--- config.mk ---
export PLATFORM = sky130hd
export DESIGN_NAME = vec_dot_accumulator
export DESIGN_NICKNAME = d
export VERILOG_FILES = /design/src/rtl/vec_dot_accumulator.sv
export SDC_FILE = /design/constraint.sdc
export NUM_CORES = 1
export LEC_CHECK = 0
export CORE_MARGIN = 2
export CORE_UTILIZATION = 30
export CTS_BUF_LIST = sky130_fd_sc_hd__clkbuf_2
export DETAILED_ROUTE_END_ITERATION = 7
export DONT_BUFFER_PORTS = 1
export PLACE_DENSITY_LB_ADDON = 0.25
export RECOVER_POWER = 100
export SETUP_SLACK_MARGIN = 0.05
export SLEW_MARGIN = 20
export SYNTH_ARGS = -nofsm -noshare
export SYNTH_HDL_FRONTEND = slang
export SYNTH_SLANG_ARGS = --single-unit
--- constraint.sdc ---
create_clock -name clk -period 4.2 [get_ports clk]
set_clock_uncertainty 0.15 [all_clocks]
set_input_delay 1.26 -clock clk [delete_from_list [all_inputs] [get_ports clk]]
set_output_delay 1.26 -clock clk [all_outputs]
set_load 0.03 [all_outputs]
--- src/rtl/vec_dot_accumulator.sv ---
// Reduction half of the vector MAC: sums a programmed number of signed 8-bit
// products into a saturating accumulator and hands the result downstream.
module vec_dot_accumulator #(
    parameter int VLEN  = 8,
    parameter int ACC_W = 10,
    parameter int LEN_W = $clog2(VLEN + 1)
) (
    input  logic             clk,
    input  logic             rst,
    input  logic             start,
    input  logic [LEN_W-1:0] len,
    input  logic             in_valid,
    input  logic [7:0]       in_prod,
    output logic             in_ready,
    output logic             out_valid,
    input  logic             out_ready,
    output logic [ACC_W-1:0] out_sum,
    output logic             out_sat,
    output logic             busy
);

    typedef enum logic [1:0] {
        S_IDLE  = 2'd0,
        S_ACCUM = 2'd1,
        S_DONE  = 2'd2
    } state_t;

    localparam logic [ACC_W-1:0] ACC_MAX = {1'b0, {(ACC_W-1){1'b1}}};
    localparam logic [ACC_W-1:0] ACC_MIN = {1'b1, {(ACC_W-1){1'b0}}};
    localparam logic [LEN_W-1:0] VLEN_L  = LEN_W'(VLEN);

    // Returns {clamped, result}; one guard bit is enough since |prod| < |acc range|.
    function automatic logic [ACC_W:0] sat_add(input logic [ACC_W-1:0] acc,
                                               input logic [7:0]       prod);
        logic [ACC_W:0] sum;
        sum = {acc[ACC_W-1], acc} + {{(ACC_W-7){prod[7]}}, prod};
        if (sum[ACC_W] != sum[ACC_W-1]) begin
            if (sum[ACC_W]) begin
                sat_add = {1'b1, ACC_MIN};
            end else begin
                sat_add = {1'b1, ACC_MAX};
            end
        end else begin
            sat_add = {1'b0, sum[ACC_W-1:0]};
        end
    endfunction

    state_t             state_q, state_d;
    logic [LEN_W-1:0]   len_q, len_d;
    logic [LEN_W-1:0]   cnt_q, cnt_d;
    logic [ACC_W-1:0]   acc_q, acc_d;
    logic               sat_q, sat_d;
    logic [ACC_W:0]     add_res_s;

    // Next-state, datapath and counter update.
    always_comb begin
        state_d   = state_q;
        len_d     = len_q;
        cnt_d     = cnt_q;
        acc_d     = acc_q;
        sat_d     = sat_q;
        add_res_s = sat_add(acc_q, in_prod);
        case (state_q)
            S_IDLE: begin
                if (start) begin
                    len_d = (len > VLEN_L) ? VLEN_L : len;
                    cnt_d = {LEN_W{1'b0}};
                    acc_d = {ACC_W{1'b0}};
                    sat_d = 1'b0;
                    if (len == {LEN_W{1'b0}}) begin
                        state_d = S_DONE;
                    end else begin
                        state_d = S_ACCUM;
                    end
                end else begin
                    state_d = S_IDLE;
                end
            end
            S_ACCUM: begin
                // in_ready is constant-high here, so in_valid alone marks a beat
                if (in_valid) begin
                    acc_d = add_res_s[ACC_W-1:0];
                    sat_d = sat_q | add_res_s[ACC_W];
                    cnt_d = cnt_q + LEN_W'(1);
                    if (cnt_q == len_q - LEN_W'(1)) begin
                        state_d = S_DONE;
                    end else begin
                        state_d = S_ACCUM;
                    end
                end else begin
                    state_d = S_ACCUM;
                end
            end
            S_DONE: begin
                if (out_ready) begin
                    state_d = S_IDLE;
                end else begin
                    state_d = S_DONE;
                end
            end
            default: begin
                state_d = S_IDLE;
            end
        endcase
    end

    // State and datapath registers.
    always_ff @(posedge clk or posedge rst) begin
        if (rst) begin
            state_q <= S_IDLE;
            len_q   <= {LEN_W{1'b0}};
            cnt_q   <= {LEN_W{1'b0}};
            acc_q   <= {ACC_W{1'b0}};
            sat_q   <= 1'b0;
        end else begin
            state_q <= state_d;
            len_q   <= len_d;
            cnt_q   <= cnt_d;
            acc_q   <= acc_d;
            sat_q   <= sat_d;
        end
    end

    assign in_ready  = (state_q == S_ACCUM);
    assign out_valid = (state_q == S_DONE);
    assign busy      = (state_q != S_IDLE);
    assign out_sum   = acc_q;
    assign out_sat   = sat_q;

endmodule

Word level (Yosys, flattened, before mapping). Cells that the tools add are included.

Flip-flop bits (word level): 21. Logic and storage cells: 40. Input bits: 17. Output and inout port bits: 14.

Reductions and logical operators: 6. Bitwise logic cells: 1. Equality and inequality tests: 6. $add $sub $neg: 3. Multiplexer cells: 18. Order comparisons: 1.

Operators by type and width (count): 2-to-1 mux 10 bit (3); case mux 10 bit (2 select lines) (1); 2-to-1 mux 4 bit (3); adder 10 x 8 -> 11 bit (1); 2-to-1 mux 11 bit (1); 2-to-1 mux 2 bit (5); case mux 4 bit (2 select lines) (1); case mux 2 bit (3 select lines) (1); adder 4 x 1 -> 4 bit, second input constant (1); equality test 4 bit (1); greater-than comparator 4 bit, second input constant (1); zero test 4 bit (1); != test 2 bit, second input constant (2); nonzero test 2 bit (2); subtractor 4 x 1 -> 4 bit, second input constant (1); AND reduction 3 bit (1); equality test 2 x 1 -> 1 bit, second input constant (1); equality test 2 bit, second input constant (1); zero test 2 bit (1); 2-to-1 mux 1 bit (2); case mux 1 bit (2 select lines) (1); AND reduction 2 bit (1); != test 1 bit (1); OR 1 bit (1).

Longest topological paths before layout. Gate-level depths: netlist (run 1).

Depth after elaboration: 6. Depth in mapped cells: 9.

Worst setup path after synthesis (run 1). OpenSTA, ideal clock, no wires.

Kind: input port to flip-flop. From: in in_prod[0]. To: reg acc_q[1], in the netlist out_sum[1]. Stages: 9. Setup time: 0.134 ns. Setup slack: 0.921 ns. Required time: 3.916 ns. Arrival: 2.994 ns. Cell sequence: ha_1 -> inv_1 -> fa_1 -> and2b_1 -> o2111ai_1 -> a21bo_2 -> a21oi_2 -> xor2_4 -> a31oi_1.

Word-level cells in the longest chain between the ends: 5. Elaborated cells between the ends (all ways): 6.

Ends and longest elaborated chain: from (decl) (RTL line 13) `input logic [7:0] in_prod,`; adder 10 x 8 -> 11 bit (*) (RTL line 36) `sum = {acc[ACC_W-1], acc} + {{(ACC_W-7){prod[7]}}, prod};`; 2-to-1 mux 10 bit or != test 1 bit (tied branches) (RTL line 38, 37); 2-to-1 mux 11 bit (*) (RTL line 37) `if (sum[ACC_W] != sum[ACC_W-1]) begin`; 2-to-1 mux 10 bit (*) (RTL line 81) `if (in_valid) begin`; case mux 10 bit (2 select lines) (*) (RTL line 63) `case (state_q)`; to (signal assigned) (RTL line 113) `acc_q <= {ACC_W{1'b0}};`; to (decl) (RTL line 51) `logic [ACC_W-1:0] acc_q, acc_d;`.

Mark *: on every way between the ends. The rest lies on a longest branch, timed or not. The select of a mux whose other input is x is not followed. A chain may end at the register's enable or synchronous reset.

Worst setup path after layout (run 1).
From: in in_prod[0]. To: reg acc_q[5], in the netlist out_sum[5].

Same word-level chain as after synthesis.

==> impl_results.md, run 1 <==
- Sequential-to-total area share from yosys stat: 34.5%
- Root buf cell: clkbuf_2
- Global-route track usage on met3: 3.75%
- Die extent in x: 75.3 microns
- Maximum capacitance violations: 0
- Leak pwr: 0.721 nW
- Achievable Freq: 285 MHz
- Synth-to-Final Area Change: 3.53%
- Final setup fails: 0
- Met2 usage: 23.2%
- RSZ-0062 raised after global routing: false
- Hold Path Depth: 2
- Setup bufs post-CTS: 0
- TritonCTS buffer count: 3
- CTS sink count: 21
- Fillers: 526
- Clk pwr share: 7.1%
- Chip height: 75.3 microns
- DR vias: 1,212
- Fin crit share: 83.5%
- Number of synthesized flops with an enable pin: 0
- Synthesized area: 0.00152 sq mm
- DRC: 0
- Comb pwr share: 54.2%
- Post-CTS Resized: 0
- Grt total ovfl: 0
- H-Tree Depth: 1
- Routed length per instance: 14.9 microns
- CTS Buffer Depth: 2
- Standard-cell rows: 25
- Sw Ratio: 52.4%
- Hold Path Class: flop to flop
- GR peak layer: met2
- Worst Tran Pin Value: 1.06 ns
- Initial core utilization: 31.6%
- CP Max Fanout: 10
- Drt initial violations: 30
- First-pass GRT wire length: 5600 microns
- Port buffer count: 0
- YS warnings: 0
- Worst EP required: 4.23 ns
- Iteration count of the initial detailed-routing pass: 4
- Minimum clock period: 3.51 ns
- Gate Count Post-Synth: 167
- Slew HR: 28.9%
- Die area: 0.00567 sq mm
- CTS tree: done
- Power Dens Cells: 758 mW/mm^2
- Reg2reg setup slack: 0.93 ns
- Avg Cell Area, Syn: 9.13 sq um
- Critical Path AT: 3.54 ns
- Initial antenna violation count: 0
- Share of layout cells above drive strength 1: 4.17%
- Clk Latency, worst-skew pair: 0.31 ns
- Core Box Area: 0.00482 sq mm
- Post-synth ARST share: 100%
- FF-to-FF path depth: 9
- Non-Filler Instances: 235
- Final hold violations: 0
- Slew Limit Fails: 0
- Status: finished clean
- Routability cong.: 0.807
- Met1 GRT Util: 15.6%
- Int Power: 0.568 mW
- Net switching power: 0.627 mW
- CP endpoint kind: flop
- Largest net degree at the start of global routing: 22
- Routed Antenna Nets: 0
- GRT Resource Usage Total: 13.0%
- Fin nets: 199
- Via density: 5.16
- Clock transition at path regs: 0.19 ns
- Syn Nets: 197
- Final WL: 3500 microns
- Worst Setup Start Kind: primary input
- Worst VDD drop: 0.276 mV
- Vias in the first global route: 1,231
- Hold-fix buffers, CTS: 0
- Synth Flop Type: dfrtp_1
- Placed insts: 231
- Seq cells post-synth: 21
- Sequential share of power: 38.8%
- Netlist cell types: 46
- Final setup TNS: 0 ns
- Ports: 31
- CP Class: primary input to flop
- DPL Wire Length: 2790 microns
- Antenna diodes: 0
## final cells by class
type	count	area [sq um]	share of cell area, %
clock buffers	4	20.0	1.27
inverters	8	30.0	1.90
well taps	67	83.8	5.31
multi-input cells	135	918	58.2
flip-flops and latches	21	526	33.3
## metal layers
metal | wire length (microns) | vias up | part of all wire [%]
met4 | 10 | 0 | 0.29
met2 | 1710 | 28 | 49
met3 | 201 | 2 | 5.7
met5 | 0 | - | 0
met1 | 1580 | 587 | 45
li1 | - | 595 | -
## flip-flops by register name, indices dropped and copies added (netlist names)
signal and cells:
len_q 4, cnt_q 4, state_q 2, out_sat 1, out_sum 10
## final timing paths
| path | to | start |
|---|---|---|
| max | out_sum[5] | in_prod[0] |
| min | len_q[3] | len_q[3] |
| max reg2reg | out_sum[5] | out_sum[0] |
| min reg2reg | len_q[3] | len_q[3] |
| max in group asynchronous | out_sum[7] | rst |
| min in group asynchronous | out_sat | rst |
## through the flow
| step | power, mW | hold slack, ns | utilization [%] | area, sq um | setup slack [ns] |
|---|---|---|---|---|---|
| finish | 1.20 | 0.381 | 32.8 | 1580 | 0.691 |
| global route | 1.31 | 0.415 | 32.8 | 1580 | 0.581 |
| CTS | 1.24 | 0.381 | 33.5 | 1620 | 1.04 |
| detailed placement | 1.15 | 0.340 | 33.1 | 1600 | 0.679 |
| global placement | 1.13 | 0.331 | 33.1 | 1600 | 0.755 |
| floorplan | 1.01 | 0.315 | - | 1520 | 0.921 |
## synth_stat cells, types with 2 or more instances
| master | n | area, sq um |
|---|---|---|
| a21boi_0 | 3 | 22.5 |
| a21o_1 | 2 | 15.0 |
| a21oi_1 | 11 | 55.1 |
| a22oi_1 | 6 | 45.0 |
| a31oi_1 | 4 | 25.0 |
| and2_1 | 2 | 12.5 |
| dfrtp_1 | 21 | 526 |
| ha_1 | 12 | 150 |
| inv_1 | 8 | 30.0 |
| nand2_1 | 23 | 86.3 |
| nand2b_1 | 2 | 12.5 |
| nand3_1 | 2 | 10.0 |
| nand3b_1 | 2 | 15.0 |
| nand4_1 | 2 | 12.5 |
| nor2_1 | 11 | 41.3 |
| nor2_4 | 2 | 22.5 |
| nor2b_1 | 2 | 12.5 |
| nor3b_1 | 2 | 15.0 |
| o21a_1 | 3 | 22.5 |
| o21ai_0 | 9 | 45.0 |
| xnor2_1 | 8 | 70.1 |
| xor2_1 | 6 | 52.6 |
## power by group through the flow
stage                     sequential (mW)  clock (mW)  combinational, mW
after floorplan                     0.438           0              0.573
after global placement              0.467           0              0.661
after detailed placement            0.471           0              0.680
after CTS                           0.467      0.0889              0.679
after global routing                0.478      0.0986              0.731
final                               0.463      0.0847              0.647
## worst max-delay path, stage by stage
cell and delay [ns]:
ha_1 0.16, inv_1 0.07, fa_1 0.40, and2b_1 0.23
o2111ai_1 0.13, a21bo_1 0.26, a21oi_1 0.19, xor2_1 0.66
a31oi_1 0.16
## logic make-up after synthesis
kind of cell    Yosys count  synth area share (%)
fa+ha+maj                13                  11.2
flops                    21                  34.5
mux                       1                 0.657
compound gates           49                  21.7
xor+xnor                 15                  9.85
simple gates             57                  19.4
buf+inv                  11                  2.79
## layout by cell type (no fill, tap or decap), drive strengths merged
cell type / n
o211a: 1
o211ai: 1
nor3b: 2
nand4: 2
a22oi: 6
nor3: 1
a21boi: 3
inv: 8
ha: 12
nand3b: 2
o21a: 3
fa: 1
a31oi: 4
xnor2: 8
nor4: 1
a21bo: 1
o31a: 1
and3: 1
a31o: 1
a22o: 1
nor2b: 3
xor2: 7
nand2: 24
a21oi: 12
and2b: 1
and4b: 1
and2: 2
nand3: 2
o21ai: 10
nor2: 13
o2111ai: 2
a21o: 2
dfrtp: 21
a211o: 1
nand2b: 2
mux2i: 1
clkbuf: 4
Note: power is estimated with default switching activity, not from simulation.
==> inputs of run 2 (changes only) <==
- clock period: 4.2 -> 2.95 ns (I/O delays scaled with it)
==> impl_results.md, run 2 (synthesis gave the netlist of run 1 again) <==
- Fin nets: 204 (was 199)
- Int Power: 0.838 mW (was 0.568 mW)
- Largest net degree at the start of global routing: 22 (unchanged)
- Drt initial violations: 34 (was 30)
- Die extent in x: 75.3 microns (unchanged)
- Initial core utilization: 31.6% (unchanged)
- Power Dens Cells: 1070 mW/mm^2 (was 758 mW/mm^2)
- Slew Limit Fails: 0 (unchanged)
- Comb pwr share: 58.4% (was 54.2%)
- Crit path max-delay family: compound AO/OA/AOI/OAI gates (unchanged)
- Critical Path AT: 2.77 ns (was 3.54 ns)
- Worst Tran Pin Value: 0.835 ns (was 1.06 ns)
- DPL Wire Length: 2630 microns (was 2790 microns)
- Routed Antenna Nets: 0 (unchanged)
- Final WL: 3320 microns (was 3500 microns)
- Chip height: 75.3 microns (unchanged)
- Achievable Freq: 370 MHz
- Clk pwr share: 7.1% (about the same)
- GRT Resource Usage Total: 12.8% (was 13.0%)
- H-Tree Depth: 1 (unchanged)
- Setup bufs post-CTS: 0 (unchanged)
- Status: finished clean (unchanged)
- TritonCTS buffer count: 3 (unchanged)
- Non-Filler Instances: 240 (was 235)
- Net switching power: 0.915 mW (was 0.627 mW)
- Post-CTS Resized: 0 (unchanged)
- Worst VDD drop: 0.317 mV (was 0.276 mV)
- Minimum clock period: 2.71 ns
- Clock transition at path regs: 0.21 ns (was 0.19 ns)
- Most common cell after layout, fill and taps aside: nand2_1 (unchanged)
- Sequential share of power: 34.6% (was 38.8%)
- Ports: 31 (unchanged)
- Iteration count of the initial detailed-routing pass: 4 (unchanged)
- Antenna diodes: 0 (unchanged)
- DRC: 0 (unchanged)
- Slew HR: 44.2% (was 28.9%)
- Hold-fix buffers, CTS: 0 (unchanged)
- CTS sink count: 21 (unchanged)
- Share of layout cells above drive strength 1: 6.94% (was 4.17%)
- Placed insts: 236 (was 231)
- Critical Path Slowest Stage Cell: fa_1 (was xor2_1)
- DR vias: 1,202 (was 1,212)
- Placed inst area: 0.00164 sq mm (was 0.00160 sq mm)
- Cell area after layout: 0.00164 sq mm (was 0.00158 sq mm)
- RSZ-0062 raised after global routing: false (unchanged)
- Root buf cell: clkbuf_2 (unchanged)
- Final hold violations: 0 (unchanged)
- CTS Buffer Depth: 2 (unchanged)
- Standard-cell rows: 25 (unchanged)
- CP max stage delay: 0.39 ns (was 0.66 ns)
- Fin crit share: 91.7%
- Vias in the first global route: 1,226 (was 1,231)
- First-pass GRT wire length: 5590 microns (was 5600 microns)
- Crit-path cells: ha_1 -> inv_1 -> fa_1 -> and2b_1 -> o2111ai_1 -> a21bo_1 -> a21oi_4 -> xor2_4 -> a31oi_1 (was ha_1 -> inv_1 -> fa_1 -> and2b_1 -> o2111ai_1 -> a21bo_1 -> a21oi_1 -> xor2_1 -> a31oi_1)
- CP endpoint kind: flop (unchanged)
- Hold Path Class: flop to flop (unchanged)
- Place WS: -0.145 ns (was 0.679 ns)
- Via density: 5.01 (was 5.16)
- Die area: 0.00567 sq mm (unchanged)
- Routability cong.: 0.754 (was 0.807)
- Worst Setup Start Kind: primary input (unchanged)
- Initial antenna violation count: 0 (unchanged)
- Sw Ratio: 52.2% (was 52.4%)
- CTS tree: done (unchanged)
- CP Max Fanout: 10 (unchanged)
- Max reg flops: 10 (unchanged)
- CP Class: primary input to flop (unchanged)
- Maximum capacitance violations: 0 (unchanged)
- Final setup margin: 0.245 ns (was 0.691 ns)
- Core Box Area: 0.00482 sq mm (unchanged)
- Clk Latency, worst-skew pair: 0.32 ns (was 0.31 ns)
- WP buf/inv: 1 (unchanged)
- Grt total ovfl: 0 (unchanged)
- Final Power: 1.75 mW (was 1.20 mW)
- Most frequent cells in the layout: 23 x nand2_1, 21 x dfrtp_1, 12 x ha_1 (was 23 x nand2_1, 21 x dfrtp_1, 12 x nor2_1, 12 x a21oi_1, 12 x ha_1)
- Leak pwr: 0.739 nW (was 0.721 nW)
- Routed length per instance: 13.8 microns (was 14.9 microns)
- Port buffer count: 0 (unchanged)
- Synth-to-Final Area Change: 7.39% (was 3.53%)
- Worst EP required: 3.02 ns (was 4.23 ns)
- Final setup TNS: 0 ns (unchanged)
- Final setup fails: 0 (unchanged)
run 2: cell count changes in the layout (fill, tap and decap cells not counted):
cell | before | now
xor2_1 | 7 | 6
buf_4 | 0 | 2
a21oi_4 | 0 | 1
xor2_4 | 0 | 1
clkbuf_2 | 4 | 3
clkbuf_1 | 0 | 3
clkinv_2 | 0 | 1
nor2_2 | 0 | 1
nor2_1 | 12 | 11
a21oi_1 | 12 | 11
run 2: final cells by class:
type | instances | area [sq um]
Inverter | 8 | 30.0
Clock inverter | 1 | 5.00
Sequential cell | 21 | 526
Multi-Input combinational cell | 135 | 951
Fill cell | 515 | 3180
Timing Repair Buffer | 5 | 26.3
Tap cell | 67 | 83.8
Clock buffer | 3 | 15.0
run 2: worst paths after layout:
| kind | to | cells after the start | from | slack [ns] |
|---|---|---|---|---|
| worst max-delay path | out_sum[7] | 9 | in_prod[0] | 0.24 |
| worst min register to register | len_q[3] | 2 | len_q[3] | 0.38 |
| min in group asynchronous | state_q[0] | 1 | rst | 0.43 |
| max in group asynchronous | out_sum[9] | 1 | rst | 1.72 |
| worst min-delay path | len_q[3] | 2 | len_q[3] | 0.38 |
| worst max register to register | out_sum[7] | 8 | out_sum[1] | 0.30 |
run 2: worst min-delay path, cell delays in order, from the launching register on:
cell and delay [ns]:
dfrtp_1 0.41, nand2_1 0.06, nand2_1 0.06
run 2: routing by layer:
| metal | track usage, % | wire (microns) |
|---|---|---|
| met3 | 3.21 | 130 |
| met2 | 20.9 | 1580 |
| met4 | 4.09 | 34 |
| met1 | 16.7 | 1570 |
| met5 | 0 | 0 |
run 2: per-stage QoR:
step / util, % / hold WS [ns]
after detailed placement: 34.1 / 0.341
after CTS: 34.5 / 0.386
after global placement: 34.1 / 0.333
final: 34.0 / 0.384
after floorplan: - / 0.315
after global routing: 34.0 / 0.405
run 2: power by group through the flow:
stage | registers, mW | logic, mW | clock network [mW]
after floorplan | 0.623 | 0.826 | 0
after global placement | 0.616 | 1.03 | 0
after detailed placement | 0.620 | 1.05 | 0
after CTS | 0.613 | 1.06 | 0.131
after global routing | 0.629 | 1.16 | 0.143
final | 0.606 | 1.02 | 0.124
